$ cat src/rtl/segment_display_if.sv
// Digit inputs and segment/select outputs of the two-digit seven-segment driver.
// Names follow the board connector: A0..A6 are segments a..g, A7 is the decimal point.
interface segment_display_if;
    logic [3:0] D_0;
    logic [3:0] D_1;
    logic       A0;
    logic       A1;
    logic       A2;
    logic       A3;
    logic       A4;
    logic       A5;
    logic       A6;
    logic       A7;
    logic       cathode;

    modport master (
        output D_0, D_1,
        input  A0, A1, A2, A3, A4, A5, A6, A7, cathode
    );

    modport slave (
        input  D_0, D_1,
        output A0, A1, A2, A3, A4, A5, A6, A7, cathode
    );
endinterface

$ cat src/rtl/segment_display.sv
// Two-digit multiplexed seven-segment driver (common cathode, shared segment bus).
// Alternates between D_0 and D_1 every REFRESH_DIV clocks; all outputs are registered.
//
// state | meaning
// DIG0  | cathode=0, segments show decode(D_0)
// DIG1  | cathode=1, segments show decode(D_1)
module segment_display #(
    parameter int REFRESH_DIV = 100000,
    parameter int CNT_W       = 17
) (
    input  logic              clock,
    input  logic              reset,
    segment_display_if.slave  disp
);

    typedef enum logic {
        DIG0 = 1'b0,
        DIG1 = 1'b1
    } state_t;

    localparam logic [CNT_W-1:0] CNT_LAST = CNT_W'(REFRESH_DIV - 1);

    state_t           state;
    state_t           state_next;
    logic [CNT_W-1:0] cnt;
    logic [CNT_W-1:0] cnt_next;
    logic [6:0]       seg;
    logic [6:0]       seg_next;
    logic [3:0]       digit_sel;
    logic             terminal;

    function automatic logic [6:0] hex_decode(input logic [3:0] hex);
        logic [6:0] pattern;
        unique case (hex)
            4'h0: pattern = 7'h3F;
            4'h1: pattern = 7'h06;
            4'h2: pattern = 7'h5B;
            4'h3: pattern = 7'h4F;
            4'h4: pattern = 7'h66;
            4'h5: pattern = 7'h6D;
            4'h6: pattern = 7'h7D;
            4'h7: pattern = 7'h07;
            4'h8: pattern = 7'h7F;
            4'h9: pattern = 7'h6F;
            4'hA: pattern = 7'h77;
            4'hB: pattern = 7'h7C;
            4'hC: pattern = 7'h39;
            4'hD: pattern = 7'h5E;
            4'hE: pattern = 7'h79;
            default: pattern = 7'h71;
        endcase
        return pattern;
    endfunction

    // Reset wins over a coincident terminal count: the phase always restarts at digit 0.
    always_ff @(posedge clock) begin
        if (reset) begin
            state <= DIG0;
            cnt   <= '0;
            seg   <= '0;
        end else begin
            state <= state_next;
            cnt   <= cnt_next;
            seg   <= seg_next;
        end
    end

    always_comb begin
        terminal   = (cnt == CNT_LAST);
        state_next = state;
        cnt_next   = cnt + CNT_W'(1);
        if (terminal) begin
            cnt_next   = '0;
            state_next = (state == DIG0) ? DIG1 : DIG0;
        end
    end

    // Segments follow the select value being loaded on the same edge, so the
    // bus and the digit line never disagree.
    always_comb begin
        digit_sel = (state_next == DIG1) ? disp.D_1 : disp.D_0;
        seg_next  = hex_decode(digit_sel);
    end

    assign disp.A0      = seg[0];
    assign disp.A1      = seg[1];
    assign disp.A2      = seg[2];
    assign disp.A3      = seg[3];
    assign disp.A4      = seg[4];
    assign disp.A5      = seg[5];
    assign disp.A6      = seg[6];
    assign disp.A7      = 1'b0;
    assign disp.cathode = (state == DIG1);

endmodule

$ cat src/flat_wrapper.sv
// flat-port wrapper written by rule: the top's interface ports become plain ports
module segment_display_flat 
#(
    parameter int REFRESH_DIV = 100000,
    parameter int CNT_W       = 17
)
  (clock, reset, disp_D_0, disp_D_1, disp_A0, disp_A1, disp_A2, disp_A3, disp_A4, disp_A5, disp_A6, disp_A7, disp_cathode);
  segment_display_if disp_i ();
  input  logic clock;
  input  logic reset;
  input wire logic [$bits(disp_i.D_0)-1:0] disp_D_0;
  input wire logic [$bits(disp_i.D_1)-1:0] disp_D_1;
  output wire logic [$bits(disp_i.A0)-1:0] disp_A0;
  output wire logic [$bits(disp_i.A1)-1:0] disp_A1;
  output wire logic [$bits(disp_i.A2)-1:0] disp_A2;
  output wire logic [$bits(disp_i.A3)-1:0] disp_A3;
  output wire logic [$bits(disp_i.A4)-1:0] disp_A4;
  output wire logic [$bits(disp_i.A5)-1:0] disp_A5;
  output wire logic [$bits(disp_i.A6)-1:0] disp_A6;
  output wire logic [$bits(disp_i.A7)-1:0] disp_A7;
  output wire logic [$bits(disp_i.cathode)-1:0] disp_cathode;
  assign disp_i.D_0 = disp_D_0;
  assign disp_i.D_1 = disp_D_1;
  assign disp_A0 = disp_i.A0;
  assign disp_A1 = disp_i.A1;
  assign disp_A2 = disp_i.A2;
  assign disp_A3 = disp_i.A3;
  assign disp_A4 = disp_i.A4;
  assign disp_A5 = disp_i.A5;
  assign disp_A6 = disp_i.A6;
  assign disp_A7 = disp_i.A7;
  assign disp_cathode = disp_i.cathode;
  segment_display #(.REFRESH_DIV(REFRESH_DIV), .CNT_W(CNT_W)) u_core (.clock(clock), .reset(reset), .disp(disp_i));
endmodule
$ cat config.mk
export PLATFORM = sky130hd
export DESIGN_NAME = segment_display_flat
export DESIGN_NICKNAME = d
export VERILOG_FILES = /design/src/rtl/segment_display_if.sv /design/src/rtl/segment_display.sv /design/src/flat_wrapper.sv
export SDC_FILE = /design/constraint.sdc
export NUM_CORES = 1
export LEC_CHECK = 0
export BUFFER_PORTS_ARGS = -buffer_cell sky130_fd_sc_hd__buf_2
export CORE_ASPECT_RATIO = 1.4
export CORE_UTILIZATION = 62
export DETAILED_ROUTE_END_ITERATION = 8
export GPL_ROUTABILITY_DRIVEN = 0
export HOLD_SLACK_MARGIN = 0.08
export PLACE_DENSITY = 0.95
export SYNTH_ARGS = -nofsm -noshare
export SYNTH_HDL_FRONTEND = slang
export SYNTH_SLANG_ARGS = --single-unit
$ cat constraint.sdc
create_clock -name clock -period 6.4 [get_ports clock]
set_input_delay 0.32 -clock clock [delete_from_list [all_inputs] [get_ports clock]]
set_output_delay 0.32 -clock clock [all_outputs]
set_load 0.005 [all_outputs]
Word level (Yosys, flattened, before mapping) --
Memories as Yosys holds them, arrays and structs flattened. A register that Yosys moved wholly into a read port is not among the register bits. Index checks and enable logic that the tools add are counted.
Storage, ports and cells: logic and storage cells 9, memories kept 1, output and inout bits 9, input port bits 10, bits in read-only memories 112, register bits after elaboration 18
Memories:
- (name not given) | words 16, width 7, rd ports 1, clocked after memory_dff 1, wr ports 0, RTL line segment_display.sv:34 | unique case (hex)
Cells by class: mux-type cells 3, add/subtract/negate cells 1, equality and inequality tests 1, reductions and logical operators 1
Operators by type and width (count):
- $add 17x1->17 const B | 1
- $eq 17x17->1 const B | 1
- $mux 4 | 1
- $mux 1 | 2
- $reduce_or 2->1 | 1

Depth between registers and ports, before layout --
word-level depth 3, depth in mapped cells 15

Worst setup path before layout --
Ideal clock, no wire load.
path type reg-to-reg, from register u_core.cnt[0], to register u_core.seg[3], data arrival time 2892 ps, required time 6340 ps, library setup time 60 ps, path slack 3448 ps, period minus slack after synthesis 2952 ps, stages on the path, launching flop included 15, path through dfxtp_1 ha_1 and4_1 and4_1 buf_6 xnor2_4 buf_2 mux2i_1 inv_1 ha_1 o22ai_1 nand2_1 o31ai_1 a2111oi_0 a22o_1
On the way: cells in the longest elaborated chain, start to end 3
Ends and longest elaborated chain:
- start: declaration | RTL line segment_display.sv:25 | logic [CNT_W-1:0] cnt;
- start signal: assignment | RTL line segment_display.sv:63 | cnt <= cnt_next;
- $eq 17x17->1 | RTL line segment_display.sv:69 | terminal = (cnt == CNT_LAST);
- $mux 1 | RTL line segment_display.sv:72 | if (terminal) begin
- $mux 4 | RTL line segment_display.sv:81 | digit_sel = (state_next == DIG1) ? disp.D_1 : disp.D_0;
- end: declaration | RTL line segment_display.sv:27 | logic [6:0] seg;
Every way passes these cells. A chain may end at the register's enable or synchronous reset.

Worst setup path after layout --
from register u_core.cnt[0], to register u_core.seg[6]
The elaborated chain is that of the path after synthesis.

==> impl_metrics.py <==
metrics = {
    "cts": {
        "worstSkewPairLatency_ps": 340,
        "cts.sinks": 25,
        "hold_buffers": 0,
        "cts_buffers": 3,
        "cts_root_buf": "clkbuf_4",
        "cts_max_level": 1,
        "clk_path_buf_depth": 2,
        "tritoncts": "yes",
        "cts_setup_buffers": 0,
        "cts_resized": 0,
        "path_clk_slew_ps": 150,
    },
    "worst_setup_path": {
        "worstRegToRegCells": 13,
        "crit_path_start": "u_core.cnt[0]$_SDFF_PP0_",
        "cp-endpoint": "u_core.seg[6]$_SDFF_PP0_",
        "startpoint_type": "flop",
        "worstPathMaxFanout": 17,
        "cp-end-kind": "flop",
        "r2r_start": "u_core.cnt[0]$_SDFF_PP0_",
        "r2r_slack_ps": 3150,
        "r2r_end": "u_core.seg[6]$_SDFF_PP0_",
        "worstSetupPathType": "reg -> reg",
        "cp_data_required_time_ps": 6670,
        "worstPathArrival_ps": 3510,
    },
    "floorplanning": {
        "core.rowCount": 21,
        "design.core.area_sq_um": 2420,
        "initial_utilization_pct": 66.4,
        "die_w_um": 45.0,
        "die_area_sq_um": 2800,
        "ios": 19,
        "die_h_um": 62.2,
    },
    "synth": {
        "yosys_warnings": 0,
        "syn-mean-instance-area_sq_um": 8.40,
        "ys_types": 49,
        "synth_top_area_cell": "dfxtp_1",
        "yosysTopAreaCellShare_pct": 31.2,
        "synthArstFlopShare_pct": 0,
        "netlist_instances": 191,
        "syn-num-nets": 209,
        "synth-edff-count": 0,
        "netlist_top_cells_area": "dfxtp_1 (31%), nor2_1 (7.0%), ha_1 (6.2%)",
        "syn_area_sq_um": 1600,
        "ys.flop_type": "dfxtp_1",
        "synth_most_common_cell": "nor2_1",
        "ys_ff_latch": 25,
        "synth_commonest_cells": "nor2_1 (30), dfxtp_1 (25), nand2_1 (13)",
        "ys_seq_area_share_pct": 31.2,
    },
    "timing": {
        "worst_pin_slew_ps": 569,
        "setup_viol": 0,
        "relSlewSlack_pct": 62.1,
        "clock.fmax_mhz": 308,
        "skew_ps": 13.6,
        "finalHoldViolCount": 0,
        "worst_slack_ps": 3150,
        "slew_violations": 0,
        "tns_ps": 0,
        "period_share_pct": 50.8,
        "period_minus_slack_ps": 3250,
        "rsz0062_at_grt": "no",
    },
    "global_route": {
        "track_usage_pct": 24.8,
        "grt_max_degree": 18,
        "grt_pass1_wl_um": 5350,
        "antenna_found_initial": 0,
        "grt_pass1_vias": 1299,
        "grt-ovfl-total": 0,
    },
    "layout": {
        "nets": 220,
        "drive_above_1_share_pct": 14.4,
        "num_antenna_cells": 0,
        "areaGrowthSynthToFinish_pct": 6.40,
        "fill_cells": 195,
    },
    "route": {
        "vias": 1357,
        "drc": 0,
        "via_per_inst": 5.77,
        "routed_wl_um": 3190,
        "dr.pass1.iters": 4,
        "wire_per_inst_um": 13.6,
        "drt_iter0_markers": 35,
        "ant_nets": 0,
    },
    "min_path": {
        "worstHoldPathType": "in -> reg",
        "min-delay-start": "reset",
    },
    "flow_run": {
        "cap_violations": 0,
    },
    "placed_design": {
        "dp_slack_ps": 3200,
        "numPortBuffers": 17,
        "dp_hpwl_um": 2460,
    },
    "power_and_ir_drop": {
        "leakagePower_nw": 0.706,
        "powerDensity_nw_per_um2": 164,
        "ir_drop_mv": 0.132,
    },
    "run_status": {
        "status": "finished, final reports clean",
    },
}
worst min-delay path by stage:
stage | to | depth (start not counted)
6_report | u_core.seg[5]$_SDFF_PP0_ | 2
5_1_grt | u_core.seg[0]$_SDFF_PP0_ | 2
3_3_place_gp | u_core.cnt[0]$_SDFF_PP0_ | 1
4_1_cts | u_core.seg[5]$_SDFF_PP0_ | 2
3_5_place_dp | u_core.cnt[0]$_SDFF_PP0_ | 1
2_1_floorplan | u_core.cnt[0]$_SDFF_PP0_ | 1
sequential cells by signal, summed over array words and instances, names as in the netlist:
name                 count
u_core.seg               7
u_core.disp.cathode      1
u_core.cnt              17
logic make-up (layout without fill, tap and decap cells):
logic type               after synthesis  in the layout  share of synthesized area, %
AO/OA/AOI/OAI                         29             29                          13.1
XOR/XNOR                              15             15                          9.36
adder cells (fa/ha/maj)                8              8                          6.24
buffers and inverters                 22             32                          6.01
flip-flops                            25             25                          31.2
multiplexers                          10             10                          6.79
other                                  1              1                         0.234
AND/OR/NAND/NOR                       81             81                          27.1
metal layers:
layer,wire (um),share of wire (%),track usage (%),up-vias
li1,-,-,-,688
met2,1770,55,45.5,31
met1,1260,40,26.0,631
met4,63,2.0,10.2,0
met5,0,0,0,-
met3,98,3.1,4.36,7
critical path, stage by stage (launching register included):
cell and delay, ps:
dfxtp_1 350, ha_1 240, and4_1 160, and4_1 310
xnor2_4 510, mux2i_1 420, inv_1 130, ha_1 220
inv_1 150, nor2_1 80, a21oi_1 110, a21oi_1 80
a221o_1 320, o22ai_1 100
final cells by class:
type / count / area [sq um] / area share (%)
repair buffers: 17 / 85.1 / 4.99
inverters: 11 / 41.3 / 2.42
well taps: 34 / 42.5 / 2.49
flip-flops and latches: 25 / 500 / 29.3
clock inverters: 1 / 7.51 / 0.440
clock buffers: 3 / 22.5 / 1.32
multi-input cells: 144 / 1010 / 59.0
cells in the final DEF, fill, tap and decap left out, types with 7 or more instances in the layout:
cell and n:
buf_2 17, ha_1 8, xor2_1 8, dfxtp_1 25, inv_1 11, nor2_1 30, mux2i_1 7, nand2_1 13
nand3_1 9
power by group:
part | internal [mW] | total, mW | switching [mW]
combinational | 0.0170 | 0.0409 | 0.0239
clock | 0.0240 | 0.0751 | 0.0511
sequential | 0.161 | 0.163 | 0.00208
total | 0.202 | 0.279 | 0.0771
metrics by stage:
stage               instance area, sq um  util, %  cells  hold WS (ps)  total power [mW]
floorplan                           1600        -    191           418             0.194
CTS                                 1710     70.6    235           323             0.279
global route                        1710     70.6    235           332             0.291
detailed placement                  1680     69.4    231           455             0.207
finish                              1710     70.6    235           326             0.279
global placement                    1680     69.4    231           430             0.205
(Power assumes the default switching activity.)
